File: src/rtl/sdram_if_pkg.sv
// Shared bridge constants and writer state encoding for the SDRAM line writer.
package sdram_if_pkg;

    localparam int INTERFACE_WIDTH_BITS  = 128;
    localparam int INTERFACE_ADDR_BITS   = 26;
    localparam int INTERFACE_WIDTH_BYTES = INTERFACE_WIDTH_BITS / 8;
    localparam int LINE_BYTES            = INTERFACE_WIDTH_BYTES;

    typedef enum logic [1:0] {
        IDLE,
        FILL,
        WRITE,
        DONE
    } writer_state_t;

endpackage

File: src/rtl/sdram_line_writer_if.sv
// Word stream, session control and bridge write-side signals of the SDRAM line writer.
interface sdram_line_writer_if #(
    parameter int INTERFACE_WIDTH_BITS = sdram_if_pkg::INTERFACE_WIDTH_BITS,
    parameter int INTERFACE_ADDR_BITS  = sdram_if_pkg::INTERFACE_ADDR_BITS,
    parameter int WORD_BITS            = 32
);

    logic                                start;
    logic [INTERFACE_ADDR_BITS-1:0]      base_address;
    logic                                word_valid;
    logic [WORD_BITS-1:0]                word_data;
    logic                                word_ready;
    logic                                flush;
    logic [INTERFACE_ADDR_BITS-1:0]      interface_address;
    logic [INTERFACE_WIDTH_BITS/8-1:0]   interface_byte_enable;
    logic                                interface_write;
    logic [INTERFACE_WIDTH_BITS-1:0]     interface_write_data;
    logic                                interface_acknowledge;
    logic                                busy;
    logic                                done;
    logic [15:0]                         lines_written;
    logic                                timeout_error;

    modport master (
        input  start, base_address, word_valid, word_data, flush, interface_acknowledge,
        output word_ready, interface_address, interface_byte_enable, interface_write,
               interface_write_data, busy, done, lines_written, timeout_error
    );

    modport slave (
        output start, base_address, word_valid, word_data, flush, interface_acknowledge,
        input  word_ready, interface_address, interface_byte_enable, interface_write,
               interface_write_data, busy, done, lines_written, timeout_error
    );

endinterface

File: src/rtl/sdram_line_writer_line_packer.sv
// Packs narrow words into one bridge line, lane 0 first, and derives the matching byte enables.
module sdram_line_writer_line_packer #(
    parameter int WIDTH_BITS  = 128,
    parameter int WORD_BITS   = 32,
    localparam int LANES      = WIDTH_BITS / WORD_BITS,
    localparam int COUNT_BITS = $clog2(LANES + 1),
    localparam int LANE_BYTES = WORD_BITS / 8
) (
    input  logic                    clk,
    input  logic                    reset,
    input  logic                    i_push,
    input  logic                    i_flushClear,
    input  logic [WORD_BITS-1:0]    i_word,
    output logic                    o_full,
    output logic [COUNT_BITS-1:0]   o_count,
    output logic [WIDTH_BITS-1:0]   o_line,
    output logic [WIDTH_BITS/8-1:0] o_byteEnable
);

    logic [COUNT_BITS-1:0]   r_count;
    logic [WIDTH_BITS-1:0]   r_line;
    logic [WIDTH_BITS/8-1:0] w_byteEnable;

    // Clearing zeroes the data too, so unfilled lanes of a partial line go out as 0.
    always_ff @(posedge clk or posedge reset) begin
        if (reset) begin
            r_count <= '0;
            r_line  <= '0;
        end else if (i_flushClear) begin
            r_count <= '0;
            r_line  <= '0;
        end else if (i_push && !o_full) begin
            for (int k = 0; k < LANES; k++) begin
                if (r_count == COUNT_BITS'(k)) begin
                    r_line[k*WORD_BITS +: WORD_BITS] <= i_word;
                end
            end
            r_count <= r_count + COUNT_BITS'(1);
        end
    end

    always_comb begin
        w_byteEnable = '0;
        for (int k = 0; k < LANES; k++) begin
            if (COUNT_BITS'(k) < r_count) begin
                w_byteEnable[k*LANE_BYTES +: LANE_BYTES] = '1;
            end
        end
    end

    assign o_full       = (r_count == COUNT_BITS'(LANES));
    assign o_count      = r_count;
    assign o_line       = r_line;
    assign o_byteEnable = w_byteEnable;

endmodule

File: src/rtl/sdram_line_writer.sv
// Packs result words into 128-bit lines and writes them to consecutive SDRAM lines over the bridge.
// Optional ack watchdog enabled by defining SDRAM_WRITER_TIMEOUT_EN.
module sdram_line_writer #(
    parameter int INTERFACE_WIDTH_BITS = sdram_if_pkg::INTERFACE_WIDTH_BITS,
    parameter int INTERFACE_ADDR_BITS  = sdram_if_pkg::INTERFACE_ADDR_BITS,
    parameter int WORD_BITS            = 32,
    parameter int TIMEOUT_CYCLES       = 1024
) (
    input  logic                clk,
    input  logic                reset,
    sdram_line_writer_if.master bus
);
    import sdram_if_pkg::*;

    localparam int LANES      = INTERFACE_WIDTH_BITS / WORD_BITS;
    localparam int COUNT_BITS = $clog2(LANES + 1);
    localparam int BE_BITS    = INTERFACE_WIDTH_BITS / 8;
    localparam logic [INTERFACE_ADDR_BITS-1:0] LINE_STEP  = INTERFACE_ADDR_BITS'(BE_BITS);
    localparam logic [INTERFACE_ADDR_BITS-1:0] ALIGN_MASK = INTERFACE_ADDR_BITS'(BE_BITS - 1);

    if ((INTERFACE_WIDTH_BITS % WORD_BITS) != 0) begin : g_badWordBits
        $error("WORD_BITS must divide INTERFACE_WIDTH_BITS");
    end
    if (TIMEOUT_CYCLES < 1) begin : g_badTimeout
        $error("TIMEOUT_CYCLES must be at least 1");
    end

    writer_state_t                  r_state;
    writer_state_t                  w_next;
    logic [INTERFACE_ADDR_BITS-1:0] r_addr;
    logic [15:0]                    r_lines;
    logic                           r_flushPend;
    logic                           w_accept;
    logic                           w_ack;
    logic                           w_clear;
    logic                           w_timeout;
    logic                           w_full;
    logic                           w_wordReady;
    logic                           w_write;
    logic                           w_busy;
    logic                           w_done;
    logic [COUNT_BITS-1:0]          w_count;
    logic [INTERFACE_WIDTH_BITS-1:0] w_line;
    logic [BE_BITS-1:0]             w_byteEnable;

    assign w_accept = (r_state == FILL) && !w_full && bus.word_valid;
    assign w_ack    = (r_state == WRITE) && bus.interface_acknowledge;
    assign w_clear  = w_ack || w_timeout;

    sdram_line_writer_line_packer #(
        .WIDTH_BITS (INTERFACE_WIDTH_BITS),
        .WORD_BITS  (WORD_BITS)
    ) u_packer (
        .clk          (clk),
        .reset        (reset),
        .i_push       (w_accept),
        .i_flushClear (w_clear),
        .i_word       (bus.word_data),
        .o_full       (w_full),
        .o_count      (w_count),
        .o_line       (w_line),
        .o_byteEnable (w_byteEnable)
    );

`ifdef SDRAM_WRITER_TIMEOUT_EN
    localparam int TMO_BITS = $clog2(TIMEOUT_CYCLES + 1);
    logic [TMO_BITS-1:0] r_tmoCount;
    logic                r_timeoutError;

    assign w_timeout = (r_state == WRITE) && !bus.interface_acknowledge &&
                       (r_tmoCount == TMO_BITS'(TIMEOUT_CYCLES - 1));

    // Counts cycles spent waiting in WRITE; the error flag stays set until reset.
    always_ff @(posedge clk or posedge reset) begin
        if (reset) begin
            r_tmoCount     <= '0;
            r_timeoutError <= 1'b0;
        end else begin
            if (r_state == WRITE && !w_clear) r_tmoCount <= r_tmoCount + TMO_BITS'(1);
            else                              r_tmoCount <= '0;
            if (w_timeout) r_timeoutError <= 1'b1;
        end
    end

    assign bus.timeout_error = r_timeoutError;
`else
    assign w_timeout         = 1'b0;
    assign bus.timeout_error = 1'b0;
`endif

    always_comb begin
        w_next      = r_state;
        w_wordReady = 1'b0;
        w_write     = 1'b0;
        w_busy      = (r_state != IDLE);
        w_done      = 1'b0;
        case (r_state)
            IDLE: begin
                if (bus.start) w_next = FILL;
            end
            FILL: begin
                w_wordReady = !w_full;
                // A word arriving with flush joins the flushed line.
                if (bus.flush) begin
                    w_next = (w_count != '0 || w_accept) ? WRITE : DONE;
                end else if (w_accept && w_count == COUNT_BITS'(LANES - 1)) begin
                    w_next = WRITE;
                end
            end
            WRITE: begin
                w_write = 1'b1;
                if (w_ack)          w_next = (r_flushPend || bus.flush) ? DONE : FILL;
                else if (w_timeout) w_next = DONE;
            end
            DONE: begin
                w_done = 1'b1;
                w_next = IDLE;
            end
            default: w_next = IDLE;
        endcase
    end

    always_ff @(posedge clk or posedge reset) begin
        if (reset) begin
            r_state     <= IDLE;
            r_addr      <= '0;
            r_lines     <= '0;
            r_flushPend <= 1'b0;
        end else begin
            r_state <= w_next;
            if (r_state == IDLE && bus.start) begin
                r_addr      <= bus.base_address & ~ALIGN_MASK;
                r_lines     <= '0;
                r_flushPend <= 1'b0;
            end
            if ((r_state == FILL || r_state == WRITE) && bus.flush) r_flushPend <= 1'b1;
            if (w_ack) begin
                r_addr <= r_addr + LINE_STEP;
                if (r_lines != 16'hFFFF) r_lines <= r_lines + 16'd1;
            end
            if (r_state == DONE) r_flushPend <= 1'b0;
        end
    end

    assign bus.word_ready            = w_wordReady;
    assign bus.interface_write       = w_write;
    assign bus.interface_address     = r_addr;
    assign bus.interface_write_data  = w_line;
    assign bus.interface_byte_enable = w_byteEnable;
    assign bus.busy                  = w_busy;
    assign bus.done                  = w_done;
    assign bus.lines_written         = r_lines;

endmodule

File: src/flat_wrapper.sv
// flat-port wrapper written by rule: the top's interface ports become plain ports
module sdram_line_writer_flat import sdram_if_pkg::*;
#(
    parameter int INTERFACE_WIDTH_BITS = sdram_if_pkg::INTERFACE_WIDTH_BITS,
    parameter int INTERFACE_ADDR_BITS  = sdram_if_pkg::INTERFACE_ADDR_BITS,
    parameter int WORD_BITS            = 32,
    parameter int TIMEOUT_CYCLES       = 1024
)
  (clk, reset, bus_start, bus_base_address, bus_word_valid, bus_word_data, bus_flush, bus_interface_acknowledge, bus_word_ready, bus_interface_address, bus_interface_byte_enable, bus_interface_write, bus_interface_write_data, bus_busy, bus_done, bus_lines_written, bus_timeout_error);
  sdram_line_writer_if #(.INTERFACE_WIDTH_BITS(INTERFACE_WIDTH_BITS), .INTERFACE_ADDR_BITS(INTERFACE_ADDR_BITS), .WORD_BITS(WORD_BITS)) bus_i ();
  input  logic clk;
  input  logic reset;
  input wire logic [$bits(bus_i.start)-1:0] bus_start;
  input wire logic [$bits(bus_i.base_address)-1:0] bus_base_address;
  input wire logic [$bits(bus_i.word_valid)-1:0] bus_word_valid;
  input wire logic [$bits(bus_i.word_data)-1:0] bus_word_data;
  input wire logic [$bits(bus_i.flush)-1:0] bus_flush;
  input wire logic [$bits(bus_i.interface_acknowledge)-1:0] bus_interface_acknowledge;
  output wire logic [$bits(bus_i.word_ready)-1:0] bus_word_ready;
  output wire logic [$bits(bus_i.interface_address)-1:0] bus_interface_address;
  output wire logic [$bits(bus_i.interface_byte_enable)-1:0] bus_interface_byte_enable;
  output wire logic [$bits(bus_i.interface_write)-1:0] bus_interface_write;
  output wire logic [$bits(bus_i.interface_write_data)-1:0] bus_interface_write_data;
  output wire logic [$bits(bus_i.busy)-1:0] bus_busy;
  output wire logic [$bits(bus_i.done)-1:0] bus_done;
  output wire logic [$bits(bus_i.lines_written)-1:0] bus_lines_written;
  output wire logic [$bits(bus_i.timeout_error)-1:0] bus_timeout_error;
  assign bus_i.start = bus_start;
  assign bus_i.base_address = bus_base_address;
  assign bus_i.word_valid = bus_word_valid;
  assign bus_i.word_data = bus_word_data;
  assign bus_i.flush = bus_flush;
  assign bus_i.interface_acknowledge = bus_interface_acknowledge;
  assign bus_word_ready = bus_i.word_ready;
  assign bus_interface_address = bus_i.interface_address;
  assign bus_interface_byte_enable = bus_i.interface_byte_enable;
  assign bus_interface_write = bus_i.interface_write;
  assign bus_interface_write_data = bus_i.interface_write_data;
  assign bus_busy = bus_i.busy;
  assign bus_done = bus_i.done;
  assign bus_lines_written = bus_i.lines_written;
  assign bus_timeout_error = bus_i.timeout_error;
  sdram_line_writer #(.INTERFACE_WIDTH_BITS(INTERFACE_WIDTH_BITS), .INTERFACE_ADDR_BITS(INTERFACE_ADDR_BITS), .WORD_BITS(WORD_BITS), .TIMEOUT_CYCLES(TIMEOUT_CYCLES)) u_core (.clk(clk), .reset(reset), .bus(bus_i));
endmodule
File: config.mk
export PLATFORM = sky130hd
export DESIGN_NAME = sdram_line_writer_flat
export DESIGN_NICKNAME = d
export VERILOG_FILES = /design/src/rtl/sdram_if_pkg.sv /design/src/rtl/sdram_line_writer_if.sv /design/src/rtl/sdram_line_writer_line_packer.sv /design/src/rtl/sdram_line_writer.sv /design/src/flat_wrapper.sv
export SDC_FILE = /design/constraint.sdc
export NUM_CORES = 1
export LEC_CHECK = 0
export ABC_AREA = 0
export CORE_ASPECT_RATIO = 1.5
export CORE_MARGIN = 5
export CORE_UTILIZATION = 35
export DETAILED_ROUTE_END_ITERATION = 16
export GPL_TIMING_DRIVEN = 1
export PLACE_DENSITY = 0.72
export SYNTH_ARGS = -nofsm -noshare
export SYNTH_HDL_FRONTEND = slang
export SYNTH_HIERARCHICAL = 1
export SYNTH_SLANG_ARGS = --single-unit
File: constraint.sdc
create_clock -name clk -period 4.4 [get_ports clk]
set_input_delay 0.66 -clock clk [delete_from_list [all_inputs] [get_ports clk]]
set_output_delay 0.66 -clock clk [all_outputs]
set_load 0.01 [all_outputs]
== Word level (Yosys, flattened, before mapping) ==
Index checks and enable logic that the tools add are counted.

* Add/subtract/negate cells: 3
* $lt $le $gt $ge: 4
* Equality and inequality tests: 11
* Muxes and demuxes: 30
* Reductions and logical operators: 27

{| class="wikitable"
|+ Operators with widths
! cell !! count
|-
| 128-bit two-way mux || 2
|-
| 32-bit two-way mux || 4
|-
| 26-bit two-way mux || 2
|-
| 16-bit two-way mux || 3
|-
| 26-bit by 5-bit adder with 26-bit output, second input constant || 1
|-
| 16-bit by 1-bit adder with 16-bit output, second input constant || 1
|-
| 4-bit two-way mux || 4
|-
| 16-bit != test, second input constant || 1
|-
| 2-bit nonzero test || 7
|-
| 2-bit two-way mux || 5
|-
| 2-bit one-hot mux with 4 select lines || 1
|-
| 2-bit AND reduction || 4
|-
| 1-bit logical AND || 7
|-
| 1-bit two-way mux || 7
|-
| 3-bit by 2-bit == test with 1-bit output, second input constant || 2
|-
| 1-bit by 3-bit < comparator with 1-bit output, first input constant || 2
|-
| 2-bit by 3-bit < comparator with 1-bit output, first input constant || 2
|-
| 3-bit two-way mux || 2
|-
| 3-bit nonzero test || 2
|-
| 2-bit == test, second input constant || 2
|-
| 2-bit != test, second input constant || 2
|-
| 3-bit by 1-bit adder with 3-bit output, second input constant || 1
|-
| 3-bit by 1-bit == test with 1-bit output, second input constant || 1
|-
| 3-bit == test, second input constant || 1
|-
| 7 further kinds || 9
|}

* Flip-flop bits (word level): 176
* Output and inout port bits: 191

== Longest topological paths before layout ==
* Depth in word-level cells: 8
* Mapped depth: 9

== Cells and area by module ==
The synthesis kept the hierarchy.

{| class="wikitable"
|+ Modules (own cells, without submodules)
! module !! instances !! cells each !! area each (µm²) !! seq. area each (µm²)
|-
| sdram_line_writer_line_packer || 1 || 490 || 6117.1 || 3278.1
|-
| sdram_line_writer || 1 || 283 || 2567.5 || 1026.0
|}

== Least setup slack after synthesis ==
Ideal clock, no wire load.

* Kind: register -> register
* Start point: reg u_core.r_state[0]
* End point: reg u_core.u_packer.r_line[64] (netlist: u_core/u_packer/o_line[64])
* Setup time: 126 ps
* Arrival time: 2010 ps
* Required time: 4274 ps
* Path slack: 2264 ps
* Stages on the path, launching flop included: 10
* Path through: dfrtp_1 > inv_1 > ha_1 > nand2_1 > inv_2 > buf_1 > buf_2 > clkbuf_1 > nand2b_1 > mux2i_1

* Elaborated cells between the ends (all ways): 10
* Those cells by class: eq/ne (2); mux (1); reduce/logical (7)

{| class="wikitable"
|+ RTL lines
! item !! line !! source
|-
| from (decl) || sdram_line_writer.sv:28 || <nowiki>writer_state_t r_state;</nowiki>
|-
| from (signal assigned) || sdram_line_writer.sv:130 || <nowiki>r_state <= w_next;</nowiki>
|-
| 2-bit == test * || sdram_line_writer.sv:47 || <nowiki>assign w_ack = (r_state == WRITE) && bus.interface_acknowledge;</nowiki>
|-
| 1-bit logical AND * || sdram_line_writer.sv:47 ||
|-
| via u_core.w_ack || sdram_line_writer.sv:34 || <nowiki>logic w_ack;</nowiki>
|-
| 2-bit nonzero test (no source line) || n/a ||
|-
| 2-bit AND reduction (no source line) || n/a ||
|-
| to (signal, indexed assignment) || sdram_line_writer_line_packer.sv:35 || <nowiki>r_line[k*WORD_BITS +: WORD_BITS] <= i_word;</nowiki>
|-
| to (decl) || sdram_line_writer_line_packer.sv:21 || <nowiki>logic [WIDTH_BITS-1:0] r_line;</nowiki>
|}

The timed path passes the listed nets; every way through them passes the cells marked *.
A chain may end at the register's enable or synchronous reset.

== Final worst setup path ==
* Start point: reg u_core.u_packer.r_count[0] (netlist: u_core/u_packer/o_count[0])
* End point: reg u_core.u_packer.r_line[36] (netlist: u_core/u_packer/o_line[36])

* Cells in the longest elaborated chain, start to end: 7
* Elaborated cells between the ends (all ways): 9
* Those cells by class: eq/ne (2); reduce/logical (7)

{| class="wikitable"
|+ Ends and longest elaborated chain
! item !! line !! source
|-
| from (decl) || sdram_line_writer_line_packer.sv:20 || <nowiki>logic [COUNT_BITS-1:0] r_count;</nowiki>
|-
| from (signal assigned) || sdram_line_writer_line_packer.sv:38 || <nowiki>r_count <= r_count + COUNT_BITS'(1);</nowiki>
|-
| 3-bit == test || sdram_line_writer_line_packer.sv:51 || <nowiki>assign o_full = (r_count == COUNT_BITS'(LANES));</nowiki>
|-
| via u_core.w_full || sdram_line_writer.sv:37 || <nowiki>logic w_full;</nowiki>
|-
| 1-bit zero test || sdram_line_writer.sv:46 || <nowiki>assign w_accept = (r_state == FILL) && !w_full && bus.word_valid;</nowiki>
|-
| 1-bit logical AND (2 in series) || sdram_line_writer.sv:46 ||
|-
| via u_core.w_accept || sdram_line_writer.sv:33 || <nowiki>logic w_accept;</nowiki>
|-
| 1-bit logical AND || sdram_line_writer_line_packer.sv:32 || <nowiki>end else if (i_push && !o_full) begin</nowiki>
|-
| 2-bit nonzero test (no source line) || n/a ||
|-
| 2-bit AND reduction (no source line) || n/a ||
|}

The timed path passes the listed nets, and every way through them passes these cells.

==> impl_metrics.json <==
{
  "gp_congestion": 0.827,
  "min_period_ns": 2.90,
  "syn2layout_area_growth_pct": 35.5,
  "syn-cell-area_sq_mm": 0.00868,
  "cts.reportedPaths.clkPinSlew_ns": 0.07,
  "drt_iter0_drc": 282,
  "num_rows": 70,
  "antenna_left": 0,
  "wl_per_cell_um": 17.7,
  "core-area_sq_mm": 0.0244,
  "die_w_um": 139,
  "drive_gt1_frac": 0.0601,
  "final_nets": 1060,
  "synth_ff_type": "dfrtp_1",
  "worst_slew_pin_slew_ns": 0.981,
  "synthCells": 773,
  "postCtsHoldBufs": 0,
  "placed_cells": 1291,
  "cts_buffers": 17,
  "firstDrtPassIters": 4,
  "syn-mean-instance-area_sq_um": 11.2,
  "synth_area_leaders": "dfrtp_1, mux2i_1, nand2b_1, buf_4, ha_1",
  "setup_violations": 0,
  "start_util": 0.355,
  "vias": 6541,
  "dieHeight_um": 203,
  "grt-ovfl-total": 0,
  "io_buffers": 245,
  "hp-class": "flip-flop to flip-flop",
  "relSlewSlack": 0.346,
  "seq_area_frac_synth": 0.496,
  "maxSlewViolCount": 0,
  "clk_latency_ns": 0.42,
  "yosys.area.top_type": "dfrtp_1",
  "cts_resized": 0,
  "antennaDiodeCount": 0,
  "drc": 0,
  "grt_max_degree": 146,
  "antenna_found_initial": 0,
  "fin_setup_tns_ns": 0,
  "crit_fanout": 32,
  "crit_path_max_incr_delay_ns": 0.76,
  "rsz0062_at_grt": "no",
  "clock.fmax_ghz": 0.345,
  "fin_hold_ws_ns": 0.536,
  "power_per_cell_area_mw_per_mm2": 588,
  "grt_pass1_vias": 6649,
  "ios": 255,
  "crit_buf_inv": 2,
  "fin_skew_ns": 0.00773,
  "synth_edf_count": 0,
  "hp-start": "u_core/bus.interface_address[20]",
  "clkSinkCount": 172,
  "synthArstFlopShare": 1.00,
  "outcome": "complete, no violations",
  "routed_wl_mm": 23.4,
  "crit_required_ns": 4.73,
  "cts_post_setup_buffers_inserted": 0,
  "worstSetupPathType": "flip-flop to flip-flop",
  "ir_worst_vdd_v": 0.000293,
  "startpoint": "u_core/u_packer/o_count[0]",
  "path_cells": "inv_1 -> ha_1 -> and2_1 -> nand3b_1 -> inv_1 -> nand4bb_4 -> mux2i_1",
  "htree_levels": 4,
  "grt_usage": 0.163,
  "vias_per_cell": 4.94,
  "yosysWarnings": 6,
  "worstReg2RegStart": "u_core/u_packer/o_count[0]",
  "arrival_ns": 3.23,
  "crit_slowest_cell": "nand4bb_4",
  "critPathLaunchType": "flip-flop",
  "grt_pass1_wl_mm": 37.1,
  "path_delay_family": "simple AND/OR/NAND/NOR gates",
  "synth_top_area_frac": 0.496,
  "final-hold-violation-count": 0,
  "setup_ws_ns": 1.50,
  "worst_setup_path_end_kind": "flip-flop",
  "final_core_util": 0.482,
  "cap_violations": 0,
  "clockBufferDepth": 2,
  "synth-seq-cells": 172,
  "die-area_sq_mm": 0.0281,
  "dp_slack_ns": 1.37,
  "hpwl_mm": 16.2,
  "synth_cell_types": 70,
  "cts-root-buf": "clkbuf_16",
  "cts_tree": "done",
  "crit_top_cell": "inv_1",
  "fin_cells": 1323,
  "period_share": 0.659,
  "p_leak_nw": 5.50
}
==> cells by family after synthesis <==
family / count (synthesis) / synth area share
AOI/OAI and AO/OA: 86 / 0.0719
xor gates and xnor gates: 2 / 0.00202
adders and majority gates: 10 / 0.0144
buffers and inverters: 84 / 0.0607
DFF: 172 / 0.496
muxes: 132 / 0.152
other: 1 / 0.000432
and+or+nand+nor: 286 / 0.203
==> cells in the final DEF (no fill, tap or decap), types with 4 or more instances in the layout <==
cell type,Yosys,routed
a221o_1,5,5
mux2i_1,131,131
a211o_1,4,4
a31oi_1,7,7
and3_1,5,5
dfrtp_1,172,172
nor2_1,24,24
nand3_1,12,12
o211ai_1,4,4
and4_1,5,5
a211oi_1,5,5
nand2b_1,162,162
inv_1,19,18
nor3_1,12,12
clkbuf_16,0,17
nor4_1,5,5
clkdlybuf4s50_1,0,245
nand4_1,6,6
buf_4,22,8
conb_1,1,5
a311oi_1,7,7
a21oi_1,13,13
o21ai_0,11,11
ha_1,10,10
clkinv_2,0,5
nand2_1,22,22
and2_1,5,5
==> worst paths after layout <==
kind                                                          to  slack (ns)  cells past startpoint
worst max-delay path                  u_core/u_packer/o_line[36]        1.50                      7
worst min-delay path            u_core/bus.interface_address[20]        0.54                      1
worst max register to register        u_core/u_packer/o_line[36]        1.50                      7
worst min register to register  u_core/bus.interface_address[20]        0.54                      1
max in group asynchronous            u_core/u_packer/o_line[122]        2.62                      3
min in group asynchronous       u_core/bus.interface_address[10]        0.81                      3
==> layout make-up <==
type                            count  area (sq um)
Clock buffer                       19           443
Clock inverter                     13           116
Fill cell                        2170         12700
Inverter                           20          82.6
Multi-Input combinational cell    521          3890
Sequential cell                   172          4300
Tap cell                          324           405
Timing Repair Buffer              254          2530
==> report_power, final <==
group	internal, mW	switching, mW
sequential	2.07	0.397
combinational	1.62	1.39
clock	0.798	0.645
==> registers in the layout (all words and copies together) (netlist names) <==
signal                        flops
u_core/bus.lines_written         16
u_core/u_packer/o_line          128
u_core/r_flushPend                1
u_core/bus.interface_address     22
u_core/r_state                    2
u_core/u_packer/o_count           3
==> Yosys cell counts, drive strengths merged, types with 3 or more instances <==
master / number
and2: 5
mux2i: 131
nand3: 12
ha: 10
o21ai: 14
inv: 20
nor2: 24
nor4: 7
a221o: 5
nand2b: 162
o211ai: 4
a311oi: 7
clkbuf: 23
a21o: 3
a211o: 4
o32ai: 3
nor3: 12
and4: 8
nand4: 8
or2: 3
a21oi: 14
or4: 4
a31oi: 7
and3: 5
a211oi: 5
dfrtp: 172
nand2: 22
buf: 41
nor2b: 3
==> routing by layer <==
metal	part of all wire	wire length (um)	GRT usage	vias up
met5	0	0	0	-
met4	0.015	340	0.0486	0
met1	0.41	9690	0.197	3198
met3	0.058	1350	0.0419	23
li1	-	-	-	3114
met2	0.51	12000	0.287	206
==> metrics by stage <==
stage,total power [mW],cell area (sq um)
floorplan,4.05,8700
global placement,5.47,11200
detailed placement,5.53,11200
CTS,7.01,11800
global route,7.35,11800
finish,6.92,11800
(Power assumes the default switching activity.)
